[src/rtl/stereo_cap_pkg.sv]
// stereo_cap_pkg: shared types, widths and pixel quantiser.
// QUANT_ROUND_EN selects rounding instead of truncation.
package stereo_cap_pkg;

  typedef enum logic [1:0] {
    IDLE,
    SYNC,
    ACTIVE,
    DONE
  } state_e;

  localparam int PIX_W    = 3;
  localparam int ADDR_W   = 16;
  localparam int FB_DEPTH = 100 * 100;

  function automatic logic [PIX_W-1:0] quant(
    input logic [7:0] pix
  );
`ifdef QUANT_ROUND_EN
    logic [8:0] s;
    s = {1'b0, pix} + 9'd16;
    // s >= 256 means the rounded value is 8: clamp
    quant = s[8] ? 3'd7 : s[7:5];
`else
    quant = pix[7:5];
`endif
  endfunction

endpackage

[src/rtl/edge_det.sv]
// edge_det: registered history, rise/fall of d_i vs last cycle.
// Ports: clk, rst_n, d_i in; rise_o, fall_o out.
module edge_det #(
  parameter logic RST_VAL = 1'b0
) (
  input  logic clk,
  input  logic rst_n,
  input  logic d_i,
  output logic rise_o,
  output logic fall_o
);

  logic d_q;

  always_ff @(posedge clk or negedge rst_n) begin
    if (!rst_n) d_q <= RST_VAL;
    else        d_q <= d_i;
  end

  assign rise_o = d_i & ~d_q;
  assign fall_o = ~d_i & d_q;

endmodule

[src/rtl/stereo_cap_writer.sv]
// stereo_cap_writer: crops a camera frame into left/right buffers.
// In: vclk, rst_n, cam_vs/href/pvalid/pix, eye_sel.
// Out: wraddr/wrdata/wren l+r, frame_done, frame_err, busy.
// QUANT_ROUND_EN: round pixel data instead of truncating.
module stereo_cap_writer
  import stereo_cap_pkg::*;
#(
  parameter int SRC_W   = 320,
  parameter int SRC_H   = 240,
  parameter int CROP_X0 = 110,
  parameter int CROP_Y0 = 70,
  parameter int IMG_W   = 100,
  parameter int IMG_H   = 100
) (
  input  logic              vclk,
  input  logic              rst_n,
  input  logic              cam_vs,
  input  logic              cam_href,
  input  logic              cam_pvalid,
  input  logic [7:0]        cam_pix,
  input  logic              eye_sel,
  output logic [ADDR_W-1:0] wraddrl,
  output logic [PIX_W-1:0]  wrdatal,
  output logic              wrenl,
  output logic [ADDR_W-1:0] wraddrr,
  output logic [PIX_W-1:0]  wrdatar,
  output logic              wrenr,
  output logic              frame_done,
  output logic              frame_err,
  output logic              busy
);

  localparam int XW = $clog2(SRC_W + 1);
  localparam int YW = $clog2(SRC_H + 1);

  localparam logic [XW-1:0] X_MAX = XW'(SRC_W);
  localparam logic [XW-1:0] X_LO  = XW'(CROP_X0);
  localparam logic [XW-1:0] X_HI  = XW'(CROP_X0 + IMG_W);
  localparam logic [YW-1:0] Y_MAX = YW'(SRC_H);
  localparam logic [YW-1:0] Y_LO  = YW'(CROP_Y0);
  localparam logic [YW-1:0] Y_HI  = YW'(CROP_Y0 + IMG_H);

  localparam logic [ADDR_W-1:0] W_LAST =
    ADDR_W'(IMG_W * IMG_H - 1);

  logic vs_rise, vs_fall;
  logic href_fall, href_rise_unused;

  edge_det #(.RST_VAL(1'b1)) u_vs (
    .clk    (vclk),
    .rst_n  (rst_n),
    .d_i    (cam_vs),
    .rise_o (vs_rise),
    .fall_o (vs_fall)
  );

  edge_det #(.RST_VAL(1'b0)) u_href (
    .clk    (vclk),
    .rst_n  (rst_n),
    .d_i    (cam_href),
    .rise_o (href_rise_unused),
    .fall_o (href_fall)
  );

  state_e            state_q;
  logic              eye_q;
  logic              pend_q;
  logic [XW-1:0]     x_q;
  logic [YW-1:0]     y_q;
  logic [ADDR_W-1:0] wcnt_q;
  logic [ADDR_W-1:0] addrl_q, addrr_q;
  logic [PIX_W-1:0]  datal_q, datar_q;
  logic              wenl_q, wenr_q;
  logic              done_q, err_q;

  logic             accept, in_crop, wr, last;
  logic [PIX_W-1:0] pix_d;

  assign accept  = cam_href & cam_pvalid;
  assign in_crop = (x_q >= X_LO) && (x_q < X_HI) &&
                   (y_q >= Y_LO) && (y_q < Y_HI);
  assign wr      = (state_q == ACTIVE) && accept && in_crop;
  assign last    = wr && (wcnt_q == W_LAST);
  assign pix_d   = quant(cam_pix);

  always_ff @(posedge vclk or negedge rst_n) begin
    if (!rst_n) begin
      state_q <= IDLE;
      eye_q   <= 1'b0;
      pend_q  <= 1'b0;
      x_q     <= '0;
      y_q     <= '0;
      wcnt_q  <= '0;
      addrl_q <= '0;
      addrr_q <= '0;
      datal_q <= '0;
      datar_q <= '0;
      wenl_q  <= 1'b0;
      wenr_q  <= 1'b0;
      done_q  <= 1'b0;
      err_q   <= 1'b0;
    end else begin
      wenl_q <= 1'b0;
      wenr_q <= 1'b0;
      done_q <= 1'b0;
      err_q  <= 1'b0;
      if (wr) begin
        if (eye_q) begin
          wenr_q  <= 1'b1;
          addrr_q <= wcnt_q;
          datar_q <= pix_d;
        end else begin
          wenl_q  <= 1'b1;
          addrl_q <= wcnt_q;
          datal_q <= pix_d;
        end
        wcnt_q <= wcnt_q + ADDR_W'(1);
      end
      unique case (state_q)
        IDLE: begin
          if (vs_rise) state_q <= SYNC;
        end
        SYNC: begin
          if (vs_fall) begin
            state_q <= ACTIVE;
            eye_q   <= eye_sel;
            x_q     <= '0;
            y_q     <= '0;
            wcnt_q  <= '0;
          end
        end
        ACTIVE: begin
          if (accept && x_q != X_MAX)
            x_q <= x_q + XW'(1);
          if (href_fall) begin
            x_q <= '0;
            if (y_q != Y_MAX) y_q <= y_q + YW'(1);
          end
          // completion wins over a coincident vsync rise
          if (last) begin
            state_q <= DONE;
            done_q  <= 1'b1;
            pend_q  <= vs_rise;
          end else if (vs_rise) begin
            state_q <= SYNC;
            err_q   <= 1'b1;
            wcnt_q  <= '0;
          end
        end
        DONE: begin
          state_q <= (pend_q || vs_rise) ? SYNC : IDLE;
          pend_q  <= 1'b0;
        end
      endcase
    end
  end

  assign wraddrl    = addrl_q;
  assign wrdatal    = datal_q;
  assign wrenl      = wenl_q;
  assign wraddrr    = addrr_q;
  assign wrdatar    = datar_q;
  assign wrenr      = wenr_q;
  assign frame_done = done_q;
  assign frame_err  = err_q;
  assign busy       = (state_q == SYNC) || (state_q == ACTIVE);

endmodule

[config.mk]
export PLATFORM = sky130hd
export DESIGN_NAME = stereo_cap_writer
export DESIGN_NICKNAME = d
export VERILOG_FILES = /design/src/rtl/stereo_cap_pkg.sv /design/src/rtl/edge_det.sv /design/src/rtl/stereo_cap_writer.sv
export SDC_FILE = /design/constraint.sdc
export NUM_CORES = 1
export LEC_CHECK = 0
export CORE_MARGIN = 2
export CORE_UTILIZATION = 50
export DETAILED_ROUTE_END_ITERATION = 12
export GPL_ROUTABILITY_DRIVEN = 0
export HOLD_SLACK_MARGIN = 0.08
export PLACE_DENSITY = 0.74
export REMOVE_ABC_BUFFERS = 1
export SYNTH_ARGS = -nofsm -noshare
export SYNTH_HDL_FRONTEND = slang
export SYNTH_SLANG_ARGS = --single-unit
[constraint.sdc]
create_clock -name vclk -period 3 [get_ports vclk]
set_clock_uncertainty 0.05 [all_clocks]
set_input_delay 0.9 -clock vclk [delete_from_list [all_inputs] [get_ports vclk]]
set_output_delay 0.9 -clock vclk [all_outputs]
set_load 0.05 [all_outputs]
* Word-level counts from Yosys, hierarchy flattened
Cells that the tools add are included.
** Operators by class
- Reductions and logical operators :: 18
- Shift operators :: 0
- $add $sub $neg :: 3
- Equal/unequal tests :: 11
- Bitwise operators :: 8
- Divide/modulo/power cells :: 0
- $lt $le $gt $ge :: 4
- Multiply operators :: 0
- Multiplexer cells :: 29
** Operators by type and width (number)
- $mux 16 :: 4
- $pmux 16 s2 :: 1
- $mux 9 :: 3
- $mux 8 :: 3
- $pmux 9 s2 :: 1
- $add 16x1->16 const B :: 1
- $eq 16x14->1 const B :: 1
- $pmux 8 s2 :: 1
- $mux 1 :: 11
- $add 9x1->9 const B :: 1
- $ge 9x7->1 const B :: 1
- $lt 9x8->1 const B :: 1
- $ne 9x9->1 const B :: 1
- $add 8x1->8 const B :: 1
- $ge 8x7->1 const B :: 1
- $lt 8x8->1 const B :: 1
- $ne 8x8->1 const B :: 1
- $pmux 2 s4 :: 1
- $reduce_and 2->1 :: 4
- $logic_and 1x1->1 :: 7
- $mux 2 :: 3
- $ne 2x2->1 const B :: 3
- $and 1x1->1 :: 4
- $eq 2x2->1 const B :: 2
- other kinds (10) :: 15
** Word-level totals
- Memories :: 0
- Register bits after elaboration :: 81
- Bits in latches :: 0
- Input bits :: 14
- Bits in writable memories :: 0
- ROM bits :: 0
- Logic and storage cells :: 89

* Longest topological paths before layout
- Depth in word-level cells :: 9
- Mapped depth :: 9

* Hierarchy
From an unflattened synthesis, not the netlist that was laid out.
** Second synthesis, totals
- Cells, all modules :: 359
- Area, all modules :: 3946.3 µm²
** By module, submodules not included
- stereo_cap_writer :: cells an instance 353, instances 1, area an instance 3865.0 µm², seq. area each 1976.9 µm²
- edge_det (u_vs) :: cells an instance 3, instances 1, area an instance 41.3 µm², seq. area each 26.3 µm²
- edge_det (u_href) :: cells an instance 3, instances 1, area an instance 40.0 µm², seq. area each 25.0 µm²

* Worst setup path before layout
No wires, ideal clock.
- Path kind :: input-to-reg
- Start :: input cam_href
- End :: register addrr_q[10], in the netlist wraddrr[10]
- Data arrival time :: 2278 ps
- Setup slack :: 545 ps
- Stages on the path :: 7
- Data required time :: 2822 ps
- Path through :: nand2_1 -> a2111oi_4 -> and4_1 -> buf_2 -> nand2_1 -> buf_2 -> mux2_1
** On the way
- Cells in the longest elaborated chain, start to end :: 4
** Ends and longest elaborated chain
- from (decl) :: RTL line stereo_cap_writer.sv:18 : input logic cam_href,
- $and 1x1->1 :: RTL line stereo_cap_writer.sv:79 : assign accept = cam_href & cam_pvalid;
- $logic_and 1x1->1 (2 in a row) :: RTL line stereo_cap_writer.sv:82 : assign wr = (state_q == ACTIVE) && accept && in_crop;
- $reduce_and 2->1 (no line)
- to (signal assigned) :: RTL line stereo_cap_writer.sv:110 : addrr_q <= wcnt_q;
- to (decl) :: RTL line stereo_cap_writer.sv:71 : logic [ADDR_W-1:0] addrl_q, addrr_q;
No other way between the ends.
A chain may end at the register's enable or synchronous reset.

* Worst setup path in the final report
- Start :: input cam_href
- End :: register wcnt_q[14]
** On the way
- Cells in the longest elaborated chain, start to end :: 7
- Elaborated cells between the ends (all ways) :: 9
- Those cells by class :: mux (5); bitwise (1); reduce/logical (3)
** Ends and longest elaborated chain
- $and 1x1->1 (*) :: RTL line stereo_cap_writer.sv:79
- $logic_and 1x1->1 (*) (2 in a row) :: RTL line stereo_cap_writer.sv:82
- $mux 16 :: RTL line stereo_cap_writer.sv:107 : if (wr) begin
- $mux 16 :: RTL line stereo_cap_writer.sv:144 : end else if (vs_rise) begin
- $mux 16 :: RTL line stereo_cap_writer.sv:140 : if (last) begin
- $pmux 16 s2 (*) :: RTL line stereo_cap_writer.sv:119 : unique case (state_q)
- to (signal assigned) :: RTL line stereo_cap_writer.sv:117 : wcnt_q <= wcnt_q + ADDR_W'(1);
- to (decl) :: RTL line stereo_cap_writer.sv:70 : logic [ADDR_W-1:0] wcnt_q;
Every way passes the cells marked *; elsewhere a longest branch is shown, timed or not.

==> metrics.md <==
| Metric | Value |
|---|---|
| Status | finished, final reports clean |
| Commonest cells in the netlist | dfrtp_1, mux2_1, nand2_1, nor2_1 |
| Nets | 444 |
| Initial Util | 0.5101 |
| Max-slew violation count | 0 |
| Pin count of the biggest net entering global routing | 42 |
| Setup crit end kind | flip-flop |
| Area leader, netlist | dfrtp_1 |
| Overall power | 2.524 mW |
| Via/cell ratio | 5.603 |
| Startpoint types | input pin |
| Longest Clk Path Bufs | 2 |
| Synth Area in Compound Gates | 0.1145 |
| Slowest CP cell | or4_1 |
| Seq/Total Area, Yosys | 0.5199 |
| Number of global-route vias before repair | 2,845 |
| Maximum clock rate | 358.8 MHz |
| Post-synthesis adder-cell area fraction | 0.03528 |
| Yosys top cell area share | 0.5131 |
| WP depth | 7 |
| Clock sinks | 81 |
| Setup TNS | 0 ns |
| Share of post-route cells with drive strength above 1 | 0.1179 |
| Max_slew headroom | 0.6520 |
| Worst skew pair latency | 0.35 ns |
| Synthesis Warnings | 0 |
| Fillers | 627 |
| Synthesized netlist cell count | 347 |
| Pre-CTS setup slack | -0.1718 ns |
| Die X | 92.33 µm |
| Synth Area in Simple Gates | 0.1565 |
| H-Tree Depth | 3 |
| RSZ-0062 raised after global routing | false |
| Rows | 32 |
| Vias | 2,947 |
| First-pass DRT Iterations | 4 |
| Hpwl dp | 5723 µm |
| Global-route wire length before repair | 14,020 µm |
| Total grt overflow | 0 |
| Worst-margin pin slew | 0.5203 ns |
| Port bufs | 51 |
| Max Cap Viol | 0 |
| Min-Delay Path Class | reg -> reg |
| Critical path data required time | 3.19 ns |
| Post-synth EDFFs | 0 |
| CTS Buf Count | 9 |
| CP Buf/Inv Count | 2 |
| Initial antenna violation count | 0 |
| Worst Hold Launch | wrdatal[2] |
| CP max FO | 9 |
| R2R setup slack | 0.47 ns |
| Post-Syn Area | 3901 µm² |
| Die Ht | 92.33 µm |
| R2R depth | 8 |
| Yosys reg bits | 81 |
| Lkg Pwr | 2.219 nW |
| Area growth, synth to finish | 24.70% |
| Top-count cell post-synth | dfrtp_1 |
| Antenna Diode Count | 0 |
| Post-synthesis xor/xnor area fraction | 0.02919 |
| CP Class | in -> reg |
| Root Buffer | clkbuf_8 |
| Avg Cell Area, Syn | 11.24 µm² |
| Wirelength per Cell | 15.16 µm |
| Worst-path clk slew | 0.08 ns |
| Final min period | 2.787 ns |
| Final setup vio count | 0 |
| Core area | 7647 µm² |
| ANT nets after route | 0 |
| Hold path depth | 1 |
| Count of boundary I/O pins | 57 |
| Most used DFF post-synth | dfrtp_1 |
| Hold Path End | wrdatal[2] |
| Worst path max stage delay | 0.50 ns |
| RR Startpoint | x_q[0] |
| Async S/R FF share, synth | 1.000 |
| Reg2reg end | wcnt_q[14] |
| Post-CTS setup repair buffer count | 0 |
| CTS tree | built |
| # hold bufs at CTS | 0 |
| Count of different cell masters after synthesis | 47 |
| Period Utilization, post-route | 0.9290 |
| Post-synthesis mux area share | 0.1151 |
| Synth top area cells | dfrtp_1, mux2_1, ha_1, a211oi_1, xor2_1 |
| Drt total wl | 7974 µm |
| Largest family of logic cells by synthesized area | simple AND/OR/NAND/NOR gates |
| Cells along the critical path | clkdlybuf4s50_1, nand2_1, a2111oi_4, nand4_2, buf_4, or4_1, a211oi_1 |
| GR Util All Layers | 0.2075 |
| Iteration-0 DRC Markers | 153 |
| Max IR drop VDD | 0.2457 mV |
| Worst endpoint data arrival time | 2.98 ns |
| DRC | 0 |
| Worst Slack Setup Final | 0.2129 ns |
| PD cells | 518.8 nW/µm² |
| Final count of hold timing violations | 0 |
| CP top delay family | simple AND/OR/NAND/NOR gates |
| Die footprint | 8525 µm² |
worst register-to-register path, stage by stage, from the launching register on:
cell	delay [ns]
dfrtp_1	0.42
inv_1	0.14
ha_1	0.16
o211ai_1	0.14
a2111oi_4	0.46
nand4_2	0.11
buf_4	0.19
or4_1	0.50
a211oi_1	0.26
cell families after synthesis:
group                      count (synthesis)
xor gates and xnor gates                  13
adders and majority gates                 11
muxes                                     40
DFF                                       81
AOI/OAI and AO/OA                         62
buffers and inverters                     28
and+or+nand+nor                          112
state kept, by name, indices dropped and copies added (netlist names):
| register | cells |
|---|---|
| eye_q | 1 |
| frame_err | 1 |
| wrdatal | 3 |
| u_href.d_q | 1 |
| wrdatar | 3 |
| state_q | 2 |
| wrenr | 1 |
| wcnt_q | 16 |
| x_q | 9 |
| u_vs.d_q | 1 |
| pend_q | 1 |
| wrenl | 1 |
| y_q | 8 |
| wraddrl | 16 |
| frame_done | 1 |
| wraddrr | 16 |
layout make-up:
| type | count | area [µm²] | share of cell area |
|---|---|---|---|
| Timing Repair Buffer | 76 | 706.9 | 0.1453 |
| Tap cell | 102 | 127.6 | 0.02623 |
| Clock buffer | 10 | 127.6 | 0.02623 |
| Sequential cell | 81 | 2028 | 0.4169 |
| Multi-Input combinational cell | 238 | 1760 | 0.3619 |
| Clock inverter | 6 | 65.06 | 0.01337 |
| Inverter | 13 | 48.80 | 0.01003 |
worst max path at each step:
| stage | startpoint | end |
|---|---|---|
| floorplan | cam_href | wraddrl[4] |
| global placement | cam_href | wcnt_q[14] |
| detailed placement | cam_href | wcnt_q[7] |
| CTS | cam_href | wcnt_q[7] |
| finish | cam_href | wcnt_q[14] |
| global route | cam_href | wcnt_q[7] |
stage by stage:
stage               hold slack (ns)  cells  cell area, µm²    util
floorplan                    0.4526    332            3835       -
global placement             0.4158    510            4673  0.6111
detailed placement           0.4260    510            4673  0.6111
CTS                          0.4440    526            4865  0.6361
global route                 0.4580    526            4865  0.6361
finish                       0.4362    526            4865  0.6361
metal layers:
metal	global-route usage	share of wire	routed length, µm
met5	0	0	0
met4	0.06716	0.013	105
met3	0.03743	0.034	270
met2	0.3394	0.50	3970
met1	0.2820	0.45	3628
power by group:
group	leakage [nW]	internal (mW)	switching (mW)
clock network	0.0971	0.388	0.402
logic	1.00	0.195	0.375
registers	1.12	1.13	0.0375
total	2.22	1.71	0.814
cell usage in the layout (no fill, tap or decap), types with 2 or more instances in the layout:
cell type        synthesis  final
nor4_1                   4      4
o31ai_1                  8      8
xnor2_1                  2      2
nor2_1                  21     20
nand2b_1                 5      5
a21o_1                   2      2
nand2_1                 22     22
a21oi_1                  8      8
o21ai_1                  5      5
or3_1                   11     11
a211oi_1                13     13
mux2_1                  38     38
nor3_1                   4      4
and2_1                   3      3
inv_1                   12     12
clkdlybuf4s50_1          0     49
and4_1                   3      3
ha_1                    11     11
clkbuf_8                 0      9
a221oi_1                 3      3
and3_1                   7      7
inv_6                    0      2
buf_4                    0     25
nand3_1                 12     12
o21ai_0                 13     13
nand4_1                  8      8
or4_1                    5      5
and4b_1                  2      2
xor2_1                  11     11
dfrtp_1                 80     80
clkinv_2                 0      2
what timing repair did:
item / 4_1_cts / 5_1_grt
hold endpoints to repair: 0 / 0
gates resized for setup: 1 / 0
setup endpoints to repair: 1 / 0
Note: power is estimated with default switching activity, not from simulation.
